--- src/rtl/counter_seq_pkg.sv ---
`default_nettype none
// ============================================================================
// Module      : counter_seq_pkg
// Description : Shared definitions for the counter_seq command sequencer:
//               command opcode encodings and the sequencer state encoding.
// Revision    : 1.0 - initial release
// ============================================================================
package counter_seq_pkg;

    // Command opcodes carried on cmd_op
    typedef enum logic [1:0] {
        OP_NOP   = 2'd0,
        OP_LOAD  = 2'd1,
        OP_RUN   = 2'd2,
        OP_ABORT = 2'd3
    } op_e;

    // Sequencer states
    typedef enum logic [1:0] {
        ST_IDLE = 2'd0,
        ST_LOAD = 2'd1,
        ST_RUN  = 2'd2,
        ST_DONE = 2'd3
    } state_e;

endpackage : counter_seq_pkg
`default_nettype wire

--- src/rtl/counter_seq_tick.sv ---
`default_nettype none
// ============================================================================
// Module      : counter_seq_tick
// Description : Prescaler tick generator for RUN cadence. Reloads the divisor
//               when a RUN command is accepted; while stepping it counts down
//               and raises 'tick' whenever the count is zero, then reloads.
//               With div = D a tick is issued every D+1 stepped cycles.
//               The whole module only exists when COUNTER_SEQ_PRESCALE_EN is
//               defined, so default builds contain no divider logic at all.
// Ports       : clk, rst_n (async, active-low)
//               load  - RUN accepted: capture div, restart the count
//               step  - sequencer is in RUN: advance the count
//               div   - divisor D (DIV_W bits)
//               tick  - pulse permit, combinational from the count register
// Revision    : 1.0 - initial release
// ============================================================================
`ifdef COUNTER_SEQ_PRESCALE_EN
module counter_seq_tick #(
    parameter int DIV_W = 8
) (
    input  logic             clk,
    input  logic             rst_n,
    input  logic             load,
    input  logic             step,
    input  logic [DIV_W-1:0] div,
    output logic             tick
);

    localparam logic [DIV_W-1:0] c_one = {{(DIV_W-1){1'b0}}, 1'b1};

    logic [DIV_W-1:0] r_div;
    logic [DIV_W-1:0] r_cnt;

    // The first RUN pulse is issued on acceptance itself, so the count starts
    // at D and reaches zero exactly D cycles after each pulse cycle.
    always_ff @(posedge clk or negedge rst_n) begin
        if (!rst_n) begin
            r_div <= '0;
            r_cnt <= '0;
        end else if (load) begin
            r_div <= div;
            r_cnt <= div;
        end else if (step) begin
            if (r_cnt == '0) begin
                r_cnt <= r_div;
            end else begin
                r_cnt <= r_cnt - c_one;
            end
        end
    end

    assign tick = (r_cnt == '0);

endmodule : counter_seq_tick
`endif
`default_nettype wire

--- src/rtl/counter_seq.sv ---
`default_nettype none
// ============================================================================
// Module      : counter_seq
// Description : Command-driven sequencer generating cen/wen/dat for a
//               loadable up-counter. Accepts NOP/LOAD/RUN/ABORT over a
//               valid/ready handshake and keeps a shadow of the value the
//               counter holds after every pulse.
// Ports       : clk, rst_n (async, active-low)
//               cmd_valid/cmd_ready handshake; cmd_op, cmd_arg (LOAD value),
//               cmd_len (RUN pulse count), cmd_div (RUN cadence divisor)
//               cen, wen, dat  - counter control (registered)
//               busy, done     - status (registered)
//               shadow         - expected counter value (registered)
// Config      : COUNTER_SEQ_PRESCALE_EN - when defined, RUN pulses cen every
//               cmd_div+1 cycles via counter_seq_tick; otherwise cmd_div is
//               ignored and RUN pulses every cycle.
// Revision    : 1.0 - initial release
// ============================================================================
module counter_seq
    import counter_seq_pkg::*;
#(
    parameter int WIDTH = 8,
    parameter int LEN_W = 16,
    parameter int DIV_W = 8
) (
    input  logic             clk,
    input  logic             rst_n,
    input  logic             cmd_valid,
    output logic             cmd_ready,
    input  logic [1:0]       cmd_op,
    input  logic [WIDTH-1:0] cmd_arg,
    input  logic [LEN_W-1:0] cmd_len,
    input  logic [DIV_W-1:0] cmd_div,
    output logic             cen,
    output logic             wen,
    output logic [WIDTH-1:0] dat,
    output logic             busy,
    output logic             done,
    output logic [WIDTH-1:0] shadow
);

    localparam logic [LEN_W-1:0] c_len_one = {{(LEN_W-1){1'b0}}, 1'b1};
    localparam logic [WIDTH-1:0] c_wid_zero = '0;

    state_e           r_state;
    state_e           w_state_nxt;
    logic [LEN_W-1:0] r_rem;
    logic [LEN_W-1:0] w_rem_nxt;
    logic             r_cen;
    logic             w_cen_nxt;
    logic             r_wen;
    logic             w_wen_nxt;
    logic             r_done;
    logic             w_done_nxt;
    logic             r_busy;
    logic [WIDTH-1:0] r_dat;
    logic [WIDTH-1:0] w_dat_nxt;
    logic [WIDTH-1:0] r_shadow;
    logic [WIDTH-1:0] w_shadow_nxt;

    logic             w_accept;
    logic             w_tick;

    // Ready is the only combinational output. In RUN only an ABORT may be
    // taken, so a pending LOAD/RUN simply waits for IDLE.
    assign cmd_ready = rst_n & ((r_state == ST_IDLE) |
                                ((r_state == ST_RUN) & (cmd_op == OP_ABORT)));
    assign w_accept  = cmd_valid & cmd_ready;

`ifdef COUNTER_SEQ_PRESCALE_EN
    logic w_run_load;
    logic w_in_run;

    assign w_run_load = w_accept & (r_state == ST_IDLE) & (cmd_op == OP_RUN);
    assign w_in_run   = (r_state == ST_RUN);

    counter_seq_tick #(
        .DIV_W (DIV_W)
    ) u_tick (
        .clk   (clk),
        .rst_n (rst_n),
        .load  (w_run_load),
        .step  (w_in_run),
        .div   (cmd_div),
        .tick  (w_tick)
    );
`else
    // No divider: every RUN cycle is a pulse cycle; cmd_div is intentionally
    // left unconnected to any logic.
    logic w_unused_div;
    assign w_unused_div = ^cmd_div;
    assign w_tick       = 1'b1;
`endif

    // ------------------------------------------------------------------------
    // Next-state and next-output logic. Outputs are computed here one cycle
    // ahead and registered below, so every pulse lands in the cycle right
    // after the decision edge.
    // ------------------------------------------------------------------------
    always_comb begin
        w_state_nxt  = r_state;
        w_rem_nxt    = r_rem;
        w_cen_nxt    = 1'b0;
        w_wen_nxt    = 1'b0;
        w_done_nxt   = 1'b0;
        w_dat_nxt    = r_dat;
        // The counter increments at the edge that ends a cen cycle, so the
        // shadow follows the registered pulse. This also covers a pulse that
        // is in flight when an ABORT is accepted.
        w_shadow_nxt = r_shadow + {c_wid_zero[WIDTH-1:1], r_cen};

        case (r_state)
            ST_IDLE: begin
                if (w_accept) begin
                    case (cmd_op)
                        OP_LOAD: begin
                            w_state_nxt = ST_LOAD;
                            w_wen_nxt   = 1'b1;
                            w_dat_nxt   = cmd_arg;
                        end
                        OP_RUN: begin
                            if (cmd_len == '0) begin
                                w_state_nxt = ST_DONE;
                                w_done_nxt  = 1'b1;
                            end else begin
                                // First pulse is issued on acceptance; r_rem
                                // counts the pulses still to come, so it can
                                // never wrap below zero even for max length.
                                w_state_nxt = ST_RUN;
                                w_cen_nxt   = 1'b1;
                                w_rem_nxt   = cmd_len - c_len_one;
                            end
                        end
                        default: begin
                            // NOP and ABORT in IDLE are consumed silently
                        end
                    endcase
                end
            end

            ST_LOAD: begin
                // wen is high during this cycle; the counter takes dat at the
                // closing edge and so does the shadow.
                w_shadow_nxt = r_dat;
                w_state_nxt  = ST_DONE;
                w_done_nxt   = 1'b1;
            end

            ST_RUN: begin
                if (w_accept) begin
                    // Only ABORT can be accepted here: stop without done
                    w_state_nxt = ST_IDLE;
                    w_rem_nxt   = '0;
                end else if (r_rem == '0) begin
                    w_state_nxt = ST_DONE;
                    w_done_nxt  = 1'b1;
                end else if (w_tick) begin
                    w_cen_nxt = 1'b1;
                    w_rem_nxt = r_rem - c_len_one;
                end
            end

            ST_DONE: begin
                w_state_nxt = ST_IDLE;
            end

            default: begin
                w_state_nxt = ST_IDLE;
            end
        endcase
    end

    // ------------------------------------------------------------------------
    // State register
    // ------------------------------------------------------------------------
    always_ff @(posedge clk or negedge rst_n) begin
        if (!rst_n) begin
            r_state <= ST_IDLE;
        end else begin
            r_state <= w_state_nxt;
        end
    end

    // ------------------------------------------------------------------------
    // Registered datapath and outputs
    // ------------------------------------------------------------------------
    always_ff @(posedge clk or negedge rst_n) begin
        if (!rst_n) begin
            r_rem    <= '0;
            r_cen    <= 1'b0;
            r_wen    <= 1'b0;
            r_done   <= 1'b0;
            r_busy   <= 1'b0;
            r_dat    <= '0;
            r_shadow <= '0;
        end else begin
            r_rem    <= w_rem_nxt;
            r_cen    <= w_cen_nxt;
            r_wen    <= w_wen_nxt;
            r_done   <= w_done_nxt;
            r_busy   <= (w_state_nxt != ST_IDLE);
            r_dat    <= w_dat_nxt;
            r_shadow <= w_shadow_nxt;
        end
    end

    assign cen    = r_cen;
    assign wen    = r_wen;
    assign dat    = r_dat;
    assign busy   = r_busy;
    assign done   = r_done;
    assign shadow = r_shadow;

endmodule : counter_seq
`default_nettype wire

--- config.mk ---
export PLATFORM = sky130hd
export DESIGN_NAME = counter_seq
export DESIGN_NICKNAME = d
export VERILOG_FILES = /design/src/rtl/counter_seq_pkg.sv /design/src/rtl/counter_seq_tick.sv /design/src/rtl/counter_seq.sv
export SDC_FILE = /design/constraint.sdc
export NUM_CORES = 1
export LEC_CHECK = 0
export BUFFER_PORTS_ARGS = -buffer_cell sky130_fd_sc_hd__clkbuf_2
export CAP_MARGIN = 20
export CORE_AREA = 2 2 77 71
export DETAILED_ROUTE_END_ITERATION = 16
export DIE_AREA = 0 0 79 73
export MAX_ROUTING_LAYER = met4
export PLACE_DENSITY = 0.82
export SYNTH_ARGS = -nofsm -noshare
export SYNTH_HDL_FRONTEND = slang
export SYNTH_HIERARCHICAL = 1
export SYNTH_SLANG_ARGS = --single-unit
--- constraint.sdc ---
create_clock -name clk -period 1.99 [get_ports clk]
set_input_delay 0 -clock clk [delete_from_list [all_inputs] [get_ports clk]]
set_output_delay 0 -clock clk [all_outputs]
set_load 0.05 [all_outputs]
==> qor.yml, run 1 <==
status: "complete, no violations"
clkSlewWorstSetupHoldPaths_ps: 70
drt_iter0_drc: 147
fin_hold_ws_ps: 94.9
synth_edf_count: 0
totalWireLength_mm: 6.11
synth_cells: 266
yosys.area.top_type_share_pct: 40.9
port_buffers: 49
min_path_type: "in2async"
rr_endpoint: "r_rem[14]$_DFFE_PN0P_"
slowest_delay_ps: 390
dpl.hpwl_mm: 4.38
ys_warn_count: 6
rrSetupSlack_ps: 80
p_leak_nw: 1.45
crit_type: "reg2reg"
synth_top_cells_by_count: "41 x nand2_1, 38 x dfrtp_1, 30 x o21ai_0"
area_growth_pct: 32.5
worst_pin_slew_ps: 515
drt-pass1-iter-count: 4
grt_use_total_pct: 22.7
finalSetupViolCount: 0
ios: 58
slew_headroom_pct: 65.3
finalCriticalPeriod_ps: 1910
worstPathMaxFanout: 8
cp_data_required_time_ps: 2210
synth.distinct_cells: 48
diodes: 0
drt-wirelength-per-cell_um: 14.7
coreArea_mm2: 0.00507
cts.root.buffer_cell: "clkbuf_8"
dr_wl_met2_mm: 2.90
ys_seq_area_share_pct: 40.9
grt_max_degree: 36
max-cap-violations: 0
start_util_pct: 45.8
htree_levels: 2
synth_seq_cells: 38
drtAntennaViolNets: 0
die_y_um: 73
cpMostUsedCell: "or3_4"
reg2reg_depth: 7
cp.arrival_ps: 2130
syn_area_per_cell_um2: 8.73
grt_pass1_wl_mm: 9.89
overflow: 0
max_freq_ghz: 0.523
final_hold_viol_count: 0
yosysTopAreaCell: "dfrtp_1"
routed.top_layer: "met4"
cts_tree: "built"
syn_nets: 311
synth.most_common_cell: "nand2_1"
vias: 2280
drive_gt1_share_pct: 29.2
startpoint_type: "register"
fin_skew_ps: 10.0
antenna_found_initial: 0
netlist_area_mm2: 0.00232
cts.path.max_buffers: 2
avgViaCountPerCell: 5.48
gp_congestion: 0.912
fin_nets: 393
wl_met1_mm: 2.71
vdd_drop_max_v: 0.000874
finalNonFillerCells: 416
clock_latency_ps: 300
wl_met3_um: 401
async_flop_share_pct: 100
finalSetupTns_ps: 0
synthTopCellsByArea: "dfrtp_1 41%, nand2_1 6.6%, o21ai_0 6.5%, ha_1 4.3%, xor2_1 4.1%"
maxSlewViolCount: 0
clock_sinks: 38
drc: 0
synthFlopType: "dfrtp_1"
final_core_util_pct: 60.7
dp.cells: 397
die_area_mm2: 0.00577
reg2reg_from: "r_rem[11]$_DFFE_PN0P_"
grt_pass1_vias: 2167
placementRows: 25
die_w_um: 79
endpoint_kind: "register"
n_fill_cell: 449
finalCritPeriodShare_pct: 96.0
crit_chain: "or3_4 > or3_4 > nor3_4 > or2_4 > buf_6 > o21ai_0 > o21ai_1"
cts_buffers: 5
cp_slowest_cell: "or3_4"
crit_start: "r_rem[11]$_DFFE_PN0P_"
cellPowerDensity_mw_per_mm2: 1540
area by class of cell:
type                    instances  area [um2]  share of cell area, %
clock buffers                   5        68.8                   2.24
well taps                      67        83.8                   2.72
repair buffers                 86         553                   18.0
clock inverters                 3        68.8                   2.24
inverters                       9        33.8                   1.10
multi-input cells             208        1320                   42.8
flip-flops and latches         38         951                   30.9
power by group:
part           total (mW)  switching, mW  leakage, nW  internal (mW)
combinational        2.53           1.62        0.908          0.904
clock               0.784          0.282       0.0683          0.502
sequential           1.43          0.302        0.478           1.13
critical path: cells and delay by family (launching register included):
kind	cells	cell delay, ps
compound gates	2	180
buf+inv	1	130
flops	1	380
simple gates	4	1140
cell families (layout without fill, tap and decap cells):
group	after synthesis	count (layout)	synth area share (%)
and+or+nand+nor	116	116	24.6
adders and majority gates	8	8	4.31
AOI/OAI and AO/OA	63	63	17.2
xor gates and xnor gates	19	19	7.17
buffers and inverters	20	103	4.79
DFF	38	38	40.9
muxes	2	2	0.970
worst max-delay path by stage:
stage,end,slack [ps],depth (start not counted)
after floorplan,r_rem[5]$_DFFE_PN0P_,10,7
after detailed placement,r_rem[1]$_DFFE_PN0P_,20,7
after global placement,r_rem[1]$_DFFE_PN0P_,60,7
after CTS,r_rem[14]$_DFFE_PN0P_,-20,7
after global routing,r_rem[9]$_DFFE_PN0P_,-20,9
final,r_rem[14]$_DFFE_PN0P_,80,7
stage by stage:
| stage | instance area, um2 | power, mW | setup slack (ps) |
|---|---|---|---|
| after floorplan | 2340 | 3.08 | 9.58 |
| after global placement | 2780 | 3.71 | 63.1 |
| after detailed placement | 2780 | 3.78 | 20.3 |
| after CTS | 3010 | 4.60 | -20.1 |
| after global routing | 3080 | 5.03 | -22.5 |
| final | 3080 | 4.74 | 79.7 |
cell usage in the layout, fill, tap and decap left out, drive strengths merged, types with 3 or more instances in the layout:
cell	netlist	layout
clkbuf	6	54
dlygate4sd3	0	9
ha	8	8
nor4	6	6
o32ai	3	3
o21ai	31	31
dfrtp	38	38
inv	8	8
nand3	10	10
or2	3	3
nor3	10	10
nor2	20	20
xor2	11	11
a21oi	8	8
buf	5	28
a32oi	5	5
a22o	4	4
or3	4	4
and3	4	4
xnor2	8	8
nand2	42	42
nor2b	3	3
state kept, by name, indices dropped and copies added (netlist names):
signal	flops
r_rem	16
dat	8
shadow	8
r_state	2
busy	1
cen	1
done	1
wen	1
repair_timing:
item | CTS | global route
endpoints found under the hold margin | 46 | 0
pin swaps | 1 | 1
hold buffers | 9 | 0
gates cloned | 0 | 1
resized for setup | 1 | 13
buffers inserted | 0 | 1
endpoints found under the setup margin | 3 | 15
per-layer routing:
layer,up-vias,track usage [%]
li1,1117,-
met1,1068,29.1
met2,83,36.1
met3,12,4.46
met4,0,8.24
met5,-,-
(Power assumes the default switching activity.)
==> run 2: changes to the inputs <==
- ABC_AREA: not set -> 1
- CORE_AREA: 2 2 77 71 -> 2 2 81 75
- DIE_AREA: 0 0 79 73 -> 0 0 83 77
- SETUP_SLACK_MARGIN: not set -> 0.02
==> run 2 against run 1 <==
Against the previous run:
- power shrank 0.47%
- global-route usage shrank 0.59 points
- clock power grew 1%
- critical endpoint is now r_rem[4]$_DFFE_PN0P_
- largest power group unchanged
==> qor.yml, run 2 <==
max-cap-violations: 0
start_util_pct: 48.3
syn_nets: 456
total_power_mw: 4.72
cts.root.buffer_cell: "clkbuf_8"
synth.most_common_cell: "nand2_1"
die_y_um: 77
worst_pin_slew_ps: 486
yosysTopAreaCell: "dfrtp_1"
diodes: 0
die_w_um: 83
cts_tree: "built"
port_buffers: 49
min_path_type: "in2reg"
yosys.area.top_type_share_pct: 35.4
grt_pass1_wl_mm: 11.3
fin_nets: 518
clock_latency_ps: 290
ios: 58
max_freq_ghz: 0.552
status: "complete, no violations"
drt-pass1-iter-count: 4
drc: 0
synth.distinct_cells: 30
drtAntennaViolNets: 0
finalSetupTns_ps: 0
regMostFlops: "r_rem"
worstPathMaxFanout: 11
crit_type: "reg2reg"
clkSlewWorstSetupHoldPaths_ps: 80
synth_cells: 411
drt-wirelength-per-cell_um: 12.2
drt_iter0_drc: 147
finalCritPeriodShare_pct: 91.0
dpl.hpwl_mm: 5.04
avgViaCountPerCell: 4.93
ys_warn_count: 6
finalCriticalPeriod_ps: 1810
overflow: 0
clock_sinks: 38
fin_skew_ps: 10.5
n_fill_cell: 510
largest_reg_flops: 16
post_cts_resize_count: 0
gp_congestion: 0.904
placementRows: 26
startpoint_type: "register"
grt_setup_unrepaired: "false"
coreArea_mm2: 0.00556
cp.arrival_ps: 2020
finalSetupViolCount: 0
vias: 2683
grt_use_total_pct: 22.1
grt_max_degree: 39
grt_pass1_vias: 2570
multi_input_area_mm2: 0.00150
async_flop_share_pct: 100
drive_gt1_share_pct: 18.8
final_cell_mix: "156 x nand2_1, 53 x nor2_1, 49 x clkbuf_2"
cellPowerDensity_mw_per_mm2: 1470
synth_edf_count: 0
synth_seq_cells: 38
hold_buffers: 9
slew_headroom_pct: 67.6
ys_seq_area_share_pct: 35.4
endpoint_kind: "register"
p_leak_nw: 1.79
syn_area_per_cell_um2: 6.54
final_common_cell: "nand2_1"
netlist_area_mm2: 0.00269
synthFlopType: "dfrtp_1"
htree_levels: 2
synth_top_cells_by_count: "156 x nand2_1, 53 x nor2_1, 43 x inv_1"
cts_buffers: 5
cts.path.max_buffers: 2
seqCellArea_um2: 951
cts_setup_buffers: 0
cp_data_required_time_ps: 2200
antenna_found_initial: 0
area_growth_pct: 19.9
vdd_drop_max_v: 0.00104
totalWireLength_mm: 6.66
die_area_mm2: 0.00639
maxSlewViolCount: 0
synthTopCellsByArea: "dfrtp_1 35%, nand2_1 22%, nor2_1 7.4%, nand3_1 6.3%, inv_1 6.0%"
final_hold_viol_count: 0
[run 2: cell type report]
| class | instances | share of cell area [%] |
|---|---|---|
| Clock inverter | 3 | 2.14 |
| Clock buffer | 5 | 2.14 |
| Inverter | 48 | 5.67 |
| Multi-Input combinational cell | 319 | 46.7 |
| Tap cell | 70 | 2.72 |
| Sequential cell | 38 | 29.5 |
| Timing Repair Buffer | 61 | 11.1 |
[run 2: where the power goes]
| part | switching (mW) | internal (mW) |
|---|---|---|
| Sequential | 0.349 | 1.12 |
| Combinational | 1.75 | 0.707 |
| Clock | 0.292 | 0.503 |
| Total | 2.39 | 2.33 |
[run 2: critical path: stages, from the launching register on]
cell and delay (ps):
dfrtp_1 430, inv_1 90, ha_1 200, nand2_2 110, nor2_2 130, nand2_1 130, nor2_2 120, nor2_2 50
nand2_4 160, buf_4 190, nand2_1 50, o21ai_1 60
[run 2: metal layers]
metal	vias up	GRT usage, %	routed length (um)
li1	1398	-	-
met1	1197	27.2	2990
met2	77	37.4	3260
met3	11	3.98	325
met4	0	6.23	89
met5	-	-	0
[run 2: worst paths after layout]
| path | start | endpoint | slack [ps] | depth (start not counted) |
|---|---|---|---|---|
| worst max-delay path | r_rem[0]$_DFFE_PN0P_ | r_rem[4]$_DFFE_PN0P_ | 180 | 11 |
| worst min-delay path | cmd_len[14] | done$_DFF_PN0_ | 80 | 4 |
| worst max register to register | r_rem[0]$_DFFE_PN0P_ | r_rem[4]$_DFFE_PN0P_ | 180 | 11 |
| worst min register to register | dat[4]$_DFFE_PN0P_ | dat[4]$_DFFE_PN0P_ | 540 | 2 |
| max in group asynchronous | rst_n | r_rem[7]$_DFFE_PN0P_ | 1250 | 3 |
| min in group asynchronous | rst_n | dat[6]$_DFFE_PN0P_ | 390 | 3 |
[run 2: metrics by stage]
step	setup slack [ps]	cells	hold WS, ps	utilization, %	instance area (um2)
final	178	544	81.9	57.9	3220
after global routing	45.6	544	99.5	57.9	3220
after CTS	209	544	78.9	57.9	3220
after detailed placement	218	527	175	53.8	2990
after global placement	274	527	182	53.8	2990
after floorplan	283	411	-296	-	2690
[run 2: kinds of logic after synthesis]
| kind of cell | after synthesis | synth area share [%] |
|---|---|---|
| buffers and inverters | 54 | 8.62 |
| adders and majority gates | 8 | 3.73 |
| DFF | 38 | 35.4 |
| AOI/OAI and AO/OA | 27 | 5.40 |
| and+or+nand+nor | 273 | 43.3 |
| xor gates and xnor gates | 11 | 3.59 |
